### src/rtl/inst_mem_loadable_if.sv
// rtl/inst_mem_loadable_if.sv - fetch and program-load bus for the loadable instruction memory
interface inst_mem_loadable_if #(
  parameter int DATA_W = 32,
  parameter int ADDR_W = 32,
  parameter int DEPTH  = 64
);
  localparam int IDX_W = $clog2(DEPTH);

  logic              fetch_req;
  logic [ADDR_W-1:0] fetch_addr;
  logic              fetch_ready;
  logic [DATA_W-1:0] inst;
  logic              inst_valid;
  logic              inst_fault;

  logic              load_start;
  logic              load_valid;
  logic [DATA_W-1:0] load_data;
  logic              load_last;
  logic              load_ready;
  logic              load_done;
  logic [IDX_W:0]    load_count;

  modport master (
    output fetch_req, fetch_addr, load_start, load_valid, load_data, load_last,
    input  fetch_ready, inst, inst_valid, inst_fault, load_ready, load_done, load_count
  );

  modport slave (
    input  fetch_req, fetch_addr, load_start, load_valid, load_data, load_last,
    output fetch_ready, inst, inst_valid, inst_fault, load_ready, load_done, load_count
  );
endinterface

### src/rtl/inst_mem_loadable.sv
// rtl/inst_mem_loadable.sv - loadable instruction memory with NOP fill, pipelined fetch and streaming load
module inst_mem_loadable #(
  parameter int                DATA_W   = 32,
  parameter int                ADDR_W   = 32,
  parameter int                DEPTH    = 64,
  parameter logic [DATA_W-1:0] NOP_WORD = 32'hFFFFFFFF
) (
  input logic                clk,
  input logic                rst_n,
  inst_mem_loadable_if.slave bus
);
  localparam int              IDX_W      = $clog2(DEPTH);
  localparam logic [ADDR_W:0] ADDR_LIMIT = (ADDR_W + 1)'(4 * DEPTH);
  localparam logic [IDX_W-1:0] LAST_IDX  = IDX_W'(DEPTH - 1);
  localparam logic [IDX_W:0]  COUNT_MAX  = (IDX_W + 1)'(DEPTH);

  typedef enum logic [1:0] {S_CLEAR, S_IDLE, S_LOAD} state_t;

  state_t            state, state_next;
  logic [IDX_W-1:0]  ptr, ptr_next;
  logic [IDX_W:0]    count_next;
  logic              done_next;
  logic              wr_en;
  logic [IDX_W-1:0]  wr_idx;
  logic [DATA_W-1:0] wr_data;
  logic [DATA_W-1:0] mem [DEPTH];

  logic              fetch_fire;
  logic              fetch_ok;
  logic [IDX_W-1:0]  fetch_idx;

  // Fetch is only legal for word-aligned addresses that land inside the array.
  assign fetch_idx  = bus.fetch_addr[IDX_W+1:2];
  assign fetch_ok   = (bus.fetch_addr[1:0] == 2'b00) && ({1'b0, bus.fetch_addr} < ADDR_LIMIT);
  assign fetch_fire = bus.fetch_req && bus.fetch_ready;

  // Next-state, write port and handshake readiness, all decided by the current state.
  always_comb begin
    state_next      = state;
    ptr_next        = ptr;
    count_next      = bus.load_count;
    done_next       = 1'b0;
    wr_en           = 1'b0;
    wr_idx          = ptr;
    wr_data         = bus.load_data;
    bus.fetch_ready = 1'b0;
    bus.load_ready  = 1'b0;
    case (state)
      S_CLEAR: begin
        wr_en    = 1'b1;
        wr_data  = NOP_WORD;
        ptr_next = ptr + IDX_W'(1);
        if (ptr == LAST_IDX) begin
          state_next = S_IDLE;
        end
      end
      S_IDLE: begin
        bus.fetch_ready = 1'b1;
        if (bus.load_start) begin
          state_next = S_LOAD;
          ptr_next   = '0;
          count_next = '0;
        end
      end
      S_LOAD: begin
        bus.load_ready = 1'b1;
        if (bus.load_valid) begin
          wr_en    = 1'b1;
          ptr_next = ptr + IDX_W'(1);
          if (bus.load_count != COUNT_MAX) begin
            count_next = bus.load_count + (IDX_W + 1)'(1);
          end
          // Writing the top word ends the load even without load_last, so ptr never wraps onto word 0.
          if (bus.load_last || (ptr == LAST_IDX)) begin
            state_next = S_IDLE;
            done_next  = 1'b1;
          end
        end
      end
      default: begin
        state_next = S_CLEAR;
      end
    endcase
  end

  // Control state; reset restarts the NOP fill and abandons any load in progress.
  always_ff @(posedge clk) begin
    if (!rst_n) begin
      state          <= S_CLEAR;
      ptr            <= '0;
      bus.load_count <= '0;
      bus.load_done  <= 1'b0;
    end else begin
      state          <= state_next;
      ptr            <= ptr_next;
      bus.load_count <= count_next;
      bus.load_done  <= done_next;
    end
  end

  // Storage array; writes are suppressed while reset is asserted so an aborted beat never lands.
  always_ff @(posedge clk) begin
    if (rst_n && wr_en) begin
      mem[wr_idx] <= wr_data;
    end
  end

  // Fetch result register: one result per accepted request, inst holds when no fetch is accepted.
  always_ff @(posedge clk) begin
    if (!rst_n) begin
      bus.inst       <= NOP_WORD;
      bus.inst_valid <= 1'b0;
      bus.inst_fault <= 1'b0;
    end else begin
      bus.inst_valid <= fetch_fire;
      bus.inst_fault <= fetch_fire && !fetch_ok;
      if (fetch_fire) begin
        bus.inst <= fetch_ok ? mem[fetch_idx] : NOP_WORD;
      end
    end
  end
endmodule

### src/flat_wrapper.sv
// flat-port wrapper written by rule: the top's interface ports become plain ports
module inst_mem_loadable_flat 
#(
  parameter int                DATA_W   = 32,
  parameter int                ADDR_W   = 32,
  parameter int                DEPTH    = 64,
  parameter logic [DATA_W-1:0] NOP_WORD = 32'hFFFFFFFF
)
  (clk, rst_n, bus_fetch_req, bus_fetch_addr, bus_load_start, bus_load_valid, bus_load_data, bus_load_last, bus_fetch_ready, bus_inst, bus_inst_valid, bus_inst_fault, bus_load_ready, bus_load_done, bus_load_count);
  inst_mem_loadable_if #(.DATA_W(DATA_W), .ADDR_W(ADDR_W), .DEPTH(DEPTH)) bus_i ();
  input logic clk;
  input logic rst_n;
  input wire logic [$bits(bus_i.fetch_req)-1:0] bus_fetch_req;
  input wire logic [$bits(bus_i.fetch_addr)-1:0] bus_fetch_addr;
  input wire logic [$bits(bus_i.load_start)-1:0] bus_load_start;
  input wire logic [$bits(bus_i.load_valid)-1:0] bus_load_valid;
  input wire logic [$bits(bus_i.load_data)-1:0] bus_load_data;
  input wire logic [$bits(bus_i.load_last)-1:0] bus_load_last;
  output wire logic [$bits(bus_i.fetch_ready)-1:0] bus_fetch_ready;
  output wire logic [$bits(bus_i.inst)-1:0] bus_inst;
  output wire logic [$bits(bus_i.inst_valid)-1:0] bus_inst_valid;
  output wire logic [$bits(bus_i.inst_fault)-1:0] bus_inst_fault;
  output wire logic [$bits(bus_i.load_ready)-1:0] bus_load_ready;
  output wire logic [$bits(bus_i.load_done)-1:0] bus_load_done;
  output wire logic [$bits(bus_i.load_count)-1:0] bus_load_count;
  assign bus_i.fetch_req = bus_fetch_req;
  assign bus_i.fetch_addr = bus_fetch_addr;
  assign bus_i.load_start = bus_load_start;
  assign bus_i.load_valid = bus_load_valid;
  assign bus_i.load_data = bus_load_data;
  assign bus_i.load_last = bus_load_last;
  assign bus_fetch_ready = bus_i.fetch_ready;
  assign bus_inst = bus_i.inst;
  assign bus_inst_valid = bus_i.inst_valid;
  assign bus_inst_fault = bus_i.inst_fault;
  assign bus_load_ready = bus_i.load_ready;
  assign bus_load_done = bus_i.load_done;
  assign bus_load_count = bus_i.load_count;
  inst_mem_loadable #(.DATA_W(DATA_W), .ADDR_W(ADDR_W), .DEPTH(DEPTH), .NOP_WORD(NOP_WORD)) u_core (.clk(clk), .rst_n(rst_n), .bus(bus_i));
endmodule
### config.mk
export PLATFORM = sky130hd
export DESIGN_NAME = inst_mem_loadable_flat
export DESIGN_NICKNAME = d
export VERILOG_FILES = /design/src/rtl/inst_mem_loadable_if.sv /design/src/rtl/inst_mem_loadable.sv /design/src/flat_wrapper.sv
export SDC_FILE = /design/constraint.sdc
export NUM_CORES = 2
export LEC_CHECK = 0
export CAP_MARGIN = 20
export CELL_PAD_IN_SITES_DETAIL_PLACEMENT = 1
export CELL_PAD_IN_SITES_GLOBAL_PLACEMENT = 1
export CORE_MARGIN = 2
export CORE_UTILIZATION = 50
export CTS_CLUSTER_DIAMETER = 120
export DETAILED_ROUTE_END_ITERATION = 10
export GPL_ROUTABILITY_DRIVEN = 0
export HOLD_SLACK_MARGIN = 0.03
export PLACE_DENSITY_LB_ADDON = 0.1
export SLEW_MARGIN = 20
export SYNTH_ARGS = -nofsm -noshare
export SYNTH_HDL_FRONTEND = slang
export SYNTH_SLANG_ARGS = --single-unit
### constraint.sdc
create_clock -name clk -period 3.42 [get_ports clk]
set_input_delay 0.513 -clock clk [delete_from_list [all_inputs] [get_ports clk]]
set_output_delay 0.513 -clock clk [all_outputs]
set_load 0.02 [all_outputs]
# After elaboration in Yosys (flattened, before gate mapping)
# Memory sizes are Yosys's and may differ from the RTL's.
# Cells that the tools add are included.
[totals] elab_cells=55 in_bits=70 mem_bits_rw=2048 memories=1 output_inout_bits=44 regBits=50
[op_classes] n_eq_ne=9 reduce_logical=14 n_mux=21 addsub=2 magnitude_cmp=1
[mem_list] name="u_core.mem" words=64 width=32 rd=1 rd_clocked_by_memory_dff=0 wr=1 line_no="inst_mem_loadable.sv:26" rtl="logic [DATA_W-1:0] mem [DEPTH];"
[op_table] op="$mux W32" count=2
[op_table] op="$lt A32 B9 Y1 const B" count=1
[op_table] op="$mux W7" count=3
[op_table] op="$pmux W6 S3" count=1
[op_table] op="$pmux W7 S2" count=1
[op_table] op="$mux W6" count=2
[op_table] op="$mux W2" count=4
[op_table] op="$reduce_and A4 Y1" count=2
[op_table] op="$add A7 B1 Y7 const B" count=1
[op_table] op="$ne A7 B7 Y1 const B" count=1
[op_table] op="$add A6 B1 Y6 const B" count=1
[op_table] op="$eq A6 B6 Y1 const B" count=1
[op_table] op="$mux W1" count=6
[op_table] op="$ne A2 B1 Y1 const B" count=3
[op_table] op="$pmux W2 S3" count=1
[op_table] op="$reduce_and A3 Y1" count=2
[op_table] op="$logic_and A1 B1 Y1" count=4
[op_table] op="$logic_not A2 Y1" count=2
[op_table] op="$ne A2 B2 Y1 const B" count=2
[op_table] op="$reduce_bool A3 Y1" count=1
[op_table] op="$eq A2 B1 Y1 const B" count=1
[op_table] op="$eq A2 B2 Y1 const B" count=1
[op_table] op="$pmux W1 S2" count=1
[op_table] op="$reduce_bool A2 Y1" count=1
[op_table] op="2 further kinds" count=2

# Depth between registers and ports, before layout
[depth] depth_word=5 depth_mapped=12 ltp_nobuf=7

# Worst setup path before layout
# OpenSTA, ideal clock, no wires.
[synth_timing] path_type="reg2reg" startpoint="reg u_core.state[1]" endpoint="mem u_core.mem[58][0] (enable)" arrival_ns=2.565 path_buffers=1 stages_incl_launch_ff=7 path_slack_ns=0.433 required_ns=2.999 cell_sequence="dfxtp_1 clkbuf_1 inv_1 o21ai_0 nor3_1 nand2_1 nor2_1"
[synth_between] elab_chain_cells=5 word_cells_on_any_way=6 cone_classes="eq/ne: 1; mux: 3; reduce/logical: 2"
[synth_rtl] item="from (decl)" line_no="inst_mem_loadable.sv:19" rtl="state_t state, state_next;"
[synth_rtl] item="from (signal assigned)" line_no="inst_mem_loadable.sv:94" rtl="state <= state_next;"
[synth_rtl] item="$eq A2 B2 Y1 or $logic_not A2 Y1 (tied branches)" line_no="inst_mem_loadable.sv:48" rtl="case (state)"
[synth_rtl] item="$pmux W1 S2 *" line_no="inst_mem_loadable.sv:48"
[synth_rtl] item="$logic_and A1 B1 Y1 *" line_no="inst_mem_loadable.sv:103" rtl="if (rst_n && wr_en) begin"
[synth_rtl] item="$mux W1 *" line_no="inst_mem_loadable.sv:103"
[synth_rtl] item="$mux W1 (not written as such) *" line_no="inst_mem_loadable.sv:104" rtl="mem[wr_idx] <= wr_data;"
[synth_rtl] item="to (decl)" line_no="inst_mem_loadable.sv:26"
# Every way passes the cells marked *; elsewhere a longest branch is shown, timed or not.

# Worst setup path in the final report
[layout_timing] startpoint="reg u_core.state[0]" endpoint="out bus_fetch_ready"
[layout_between] elab_chain_cells=2
[layout_rtl] item="$eq A2 B1 Y1" line_no="inst_mem_loadable.sv:48"
[layout_rtl] item="$mux W1" line_no="inst_mem_loadable.sv:48"
[layout_rtl] item="to (decl)" line_no="flat_wrapper.sv:19" rtl="output wire logic [$bits(bus_i.fetch_ready)-1:0] bus_fetch_ready;"
# Every way passes these cells.

==> results.cfg <==
[cells_and_area]
fin_util = 0.585
fin_nets = 4113
stdcell_count = 6292
layout.cell_area.non_filler_mm2 = 0.0929
final_layout_size_suffix_gt1_frac = 0.272
area_growth_pct = 16.0
n_antenna_cell = 0

[synthesis]
synth_area_mm2 = 0.0801
synth_nets = 3734
synth-main-ff-cell = edfxtp_1
yosysTopAreaCell = edfxtp_1
synthTopCellsByArea = edfxtp_1 (77%), mux4_2 (13%), mux2i_1 (2.1%), dfxtp_1 (1.2%), a22oi_1 (0.82%)
synth_top_area_frac = 0.768
avgSynthCellArea_um2 = 21.9
synth_edf_count = 2048
netlist_top_cells_count = edfxtp_1 (2048), mux4_2 (473), mux2i_1 (168)
ys_ff_latch = 2098
seq_area_frac_synth = 0.780
synth_most_common_cell = edfxtp_1
syn_inst = 3661
async_reset_ff_frac = 0
synth_warnings = 0
yosysUniqueCellTypes = 57

[clocking]
clockBufferDepth = 3
ctsRootBufferMaster = clkbuf_16
clk_latency_ps = 840
cts_tree = built
cts.sinks = 2098
post_cts_resized = 0
cts.clk_slew.worst_paths_ps = 60
cts_made_buffers = 209
hold_buffers = 0
cts_max_level = 4
post_cts_buffers = 0

[route]
wirelength_mm = 221
initialDrtViolationCount = 4429
drcViolationCount = 0
post_drt_wl_per_cell_um = 35.2
postRouteAntennaNets = 0
viasPerCell = 6.31
first_pass_iters = 5
via_count = 39700

[power_and_ir_drop]
max-vdd-ir-drop_mv = 0.550
power.density_mw_per_mm2 = 564
clkPwrFrac = 0.431
pwr-share-comb = 0.039
switching_power_w = 0.0108
leakage_nw = 28.2
switching_share = 0.206
p_int_w = 0.0416
sequentialPowerShare = 0.530
power_w = 0.0524

[run_status]
status = finished, final reports clean

[setup_path]
worstPathArrival_ps = 2310
worstPathMaxFanout = 13
reg2reg_depth = 6
worstPathRequired_ps = 2910
rr_startpoint = u_core.state[0]$_SDFFE_PN0P_
end_kind = output port
r2r_slack_ps = 790
r2r_end = u_core.bus.inst[14]$_SDFFE_PN1P_
startpoint_type = flip-flop
worstSetupPathType = flip-flop to output port
endpoint = bus_fetch_ready
cp-startpoint = u_core.state[0]$_SDFFE_PN0P_

[grt]
antenna_found_initial = 4
grt_max_degree = 65
grt_pass1_vias = 42200
grt_use_total = 0.275
grt_overflow = 0
grt_first_pass_wirelength_mm = 314

[placed_design]
hpwl_mm = 130
io_buffers = 113
place_inst = 5901
placed_area_mm2 = 0.0862

[floorplanning]
rows = 146
ios = 114
die_x_um = 404
die_y_um = 404
core_mm2 = 0.159
start_util = 0.505
dieArea_mm2 = 0.163

[timing]
skew_ps = 22.3
finalHoldViolations = 0
setup_violations = 0
rsz0062_at_grt = no
max_freq_mhz = 354
min_period_ps = 2830
tns_ps = 0
max_slew_margin = 0.249
slew_viol_final = 0
worstMarginPinSlew_ps = 1130
finalCritPeriodShare = 0.827

[min_path]
hold_class = primary input to flip-flop

[job]
maxCapViolations = 0
## cell families after synthesis
logic type / Yosys count / synth area share
simple gates: 376 / 0.0226
xor+xnor: 7 / 0.000765
buf+inv: 209 / 0.0130
fa+ha+maj: 3 / 0.000468
compound gates: 317 / 0.0278
flops: 2098 / 0.780
mux: 651 / 0.155
## worst min path at each step
stage / cells past startpoint / startpoint / slack (ps) / to
after floorplan: 2 / u_core.ptr[1]$_SDFFE_PN0P_ / 550 / u_core.ptr[1]$_SDFFE_PN0P_
after global placement: 2 / u_core.bus.load_count[6]$_SDFFE_PN0P_ / 520 / u_core.bus.load_count[6]$_SDFFE_PN0P_
after detailed placement: 2 / u_core.bus.inst[6]$_SDFFE_PN1P_ / 520 / u_core.bus.inst[6]$_SDFFE_PN1P_
after CTS: 4 / bus_fetch_addr[2] / 330 / u_core.bus.inst[20]$_SDFFE_PN1P_
after global routing: 2 / bus_fetch_req / 430 / u_core.bus.inst_valid$_SDFF_PN0_
final: 4 / bus_fetch_addr[2] / 390 / u_core.bus.inst[20]$_SDFFE_PN1P_
## critical path: stages (launching register included)
cell and delay, ps:
dfxtp_1 570, nor2b_1 250, clkdlybuf4s50_1 660
## flip-flops by register name (all words and copies together) (netlist names)
signal and cells:
u_core.ptr 6, u_core.mem 2048, u_core.bus.inst 32, u_core.bus.inst_valid 1, u_core.bus.load_done 1, u_core.state 2
u_core.bus.load_count 7, u_core.bus.inst_fault 1
## power groups by stage
stage	logic [W]	registers, W	clock network, W
finish	0.00202	0.0278	0.0226
global route	0.00214	0.0278	0.0238
CTS	0.00205	0.0278	0.0229
detailed placement	0.00204	0.0284	0
global placement	0.00200	0.0284	0
floorplan	0.00124	0.0284	0
## cells in the final DEF, fill, tap and decap left out, types with 38 or more instances in the layout
master           synthesis  routed
edfxtp_1              2048    2048
mux4_2                 473     473
clkbuf_16                0     211
buf_4                   23     187
mux2i_1                168     168
clkdlybuf4s50_1          0     107
nand2_1                101     100
a22oi_1                 87      87
buf_12                   1      72
nor2_4                   0      65
dfxtp_1                 50      50
clkinv_1                 0      49
clkbuf_1                90      47
a21oi_1                 38      38
clkinv_2                 0      38
## area by class of cell
cell class                 instances  area, um2
clock buffer                     266       5570
tap                             2072       2590
fill                           13100      65800
timing repair buffer             370       3960
inverter                           7       26.3
clock inverter                   125       1150
sequential                      2098      62500
multi-input combinational       1354      17100
## per-stage QoR
stage / hold WS, ps / worst slack (ps)
finish: 394 / 592
CTS: 335 / 529
global route: 427 / 469
floorplan: 553 / 433
global placement: 524 / 24.4
detailed placement: 518 / 39.3
## routing by layer
metal	GRT usage	up-vias	wire length, um
met5	0	-	0
met1	0.388	21700	91900
li1	-	16200	-
met3	0.0490	308	14500
met4	0.0958	0	7660
met2	0.435	1478	107000
Note: power is estimated with default switching activity, not from simulation.
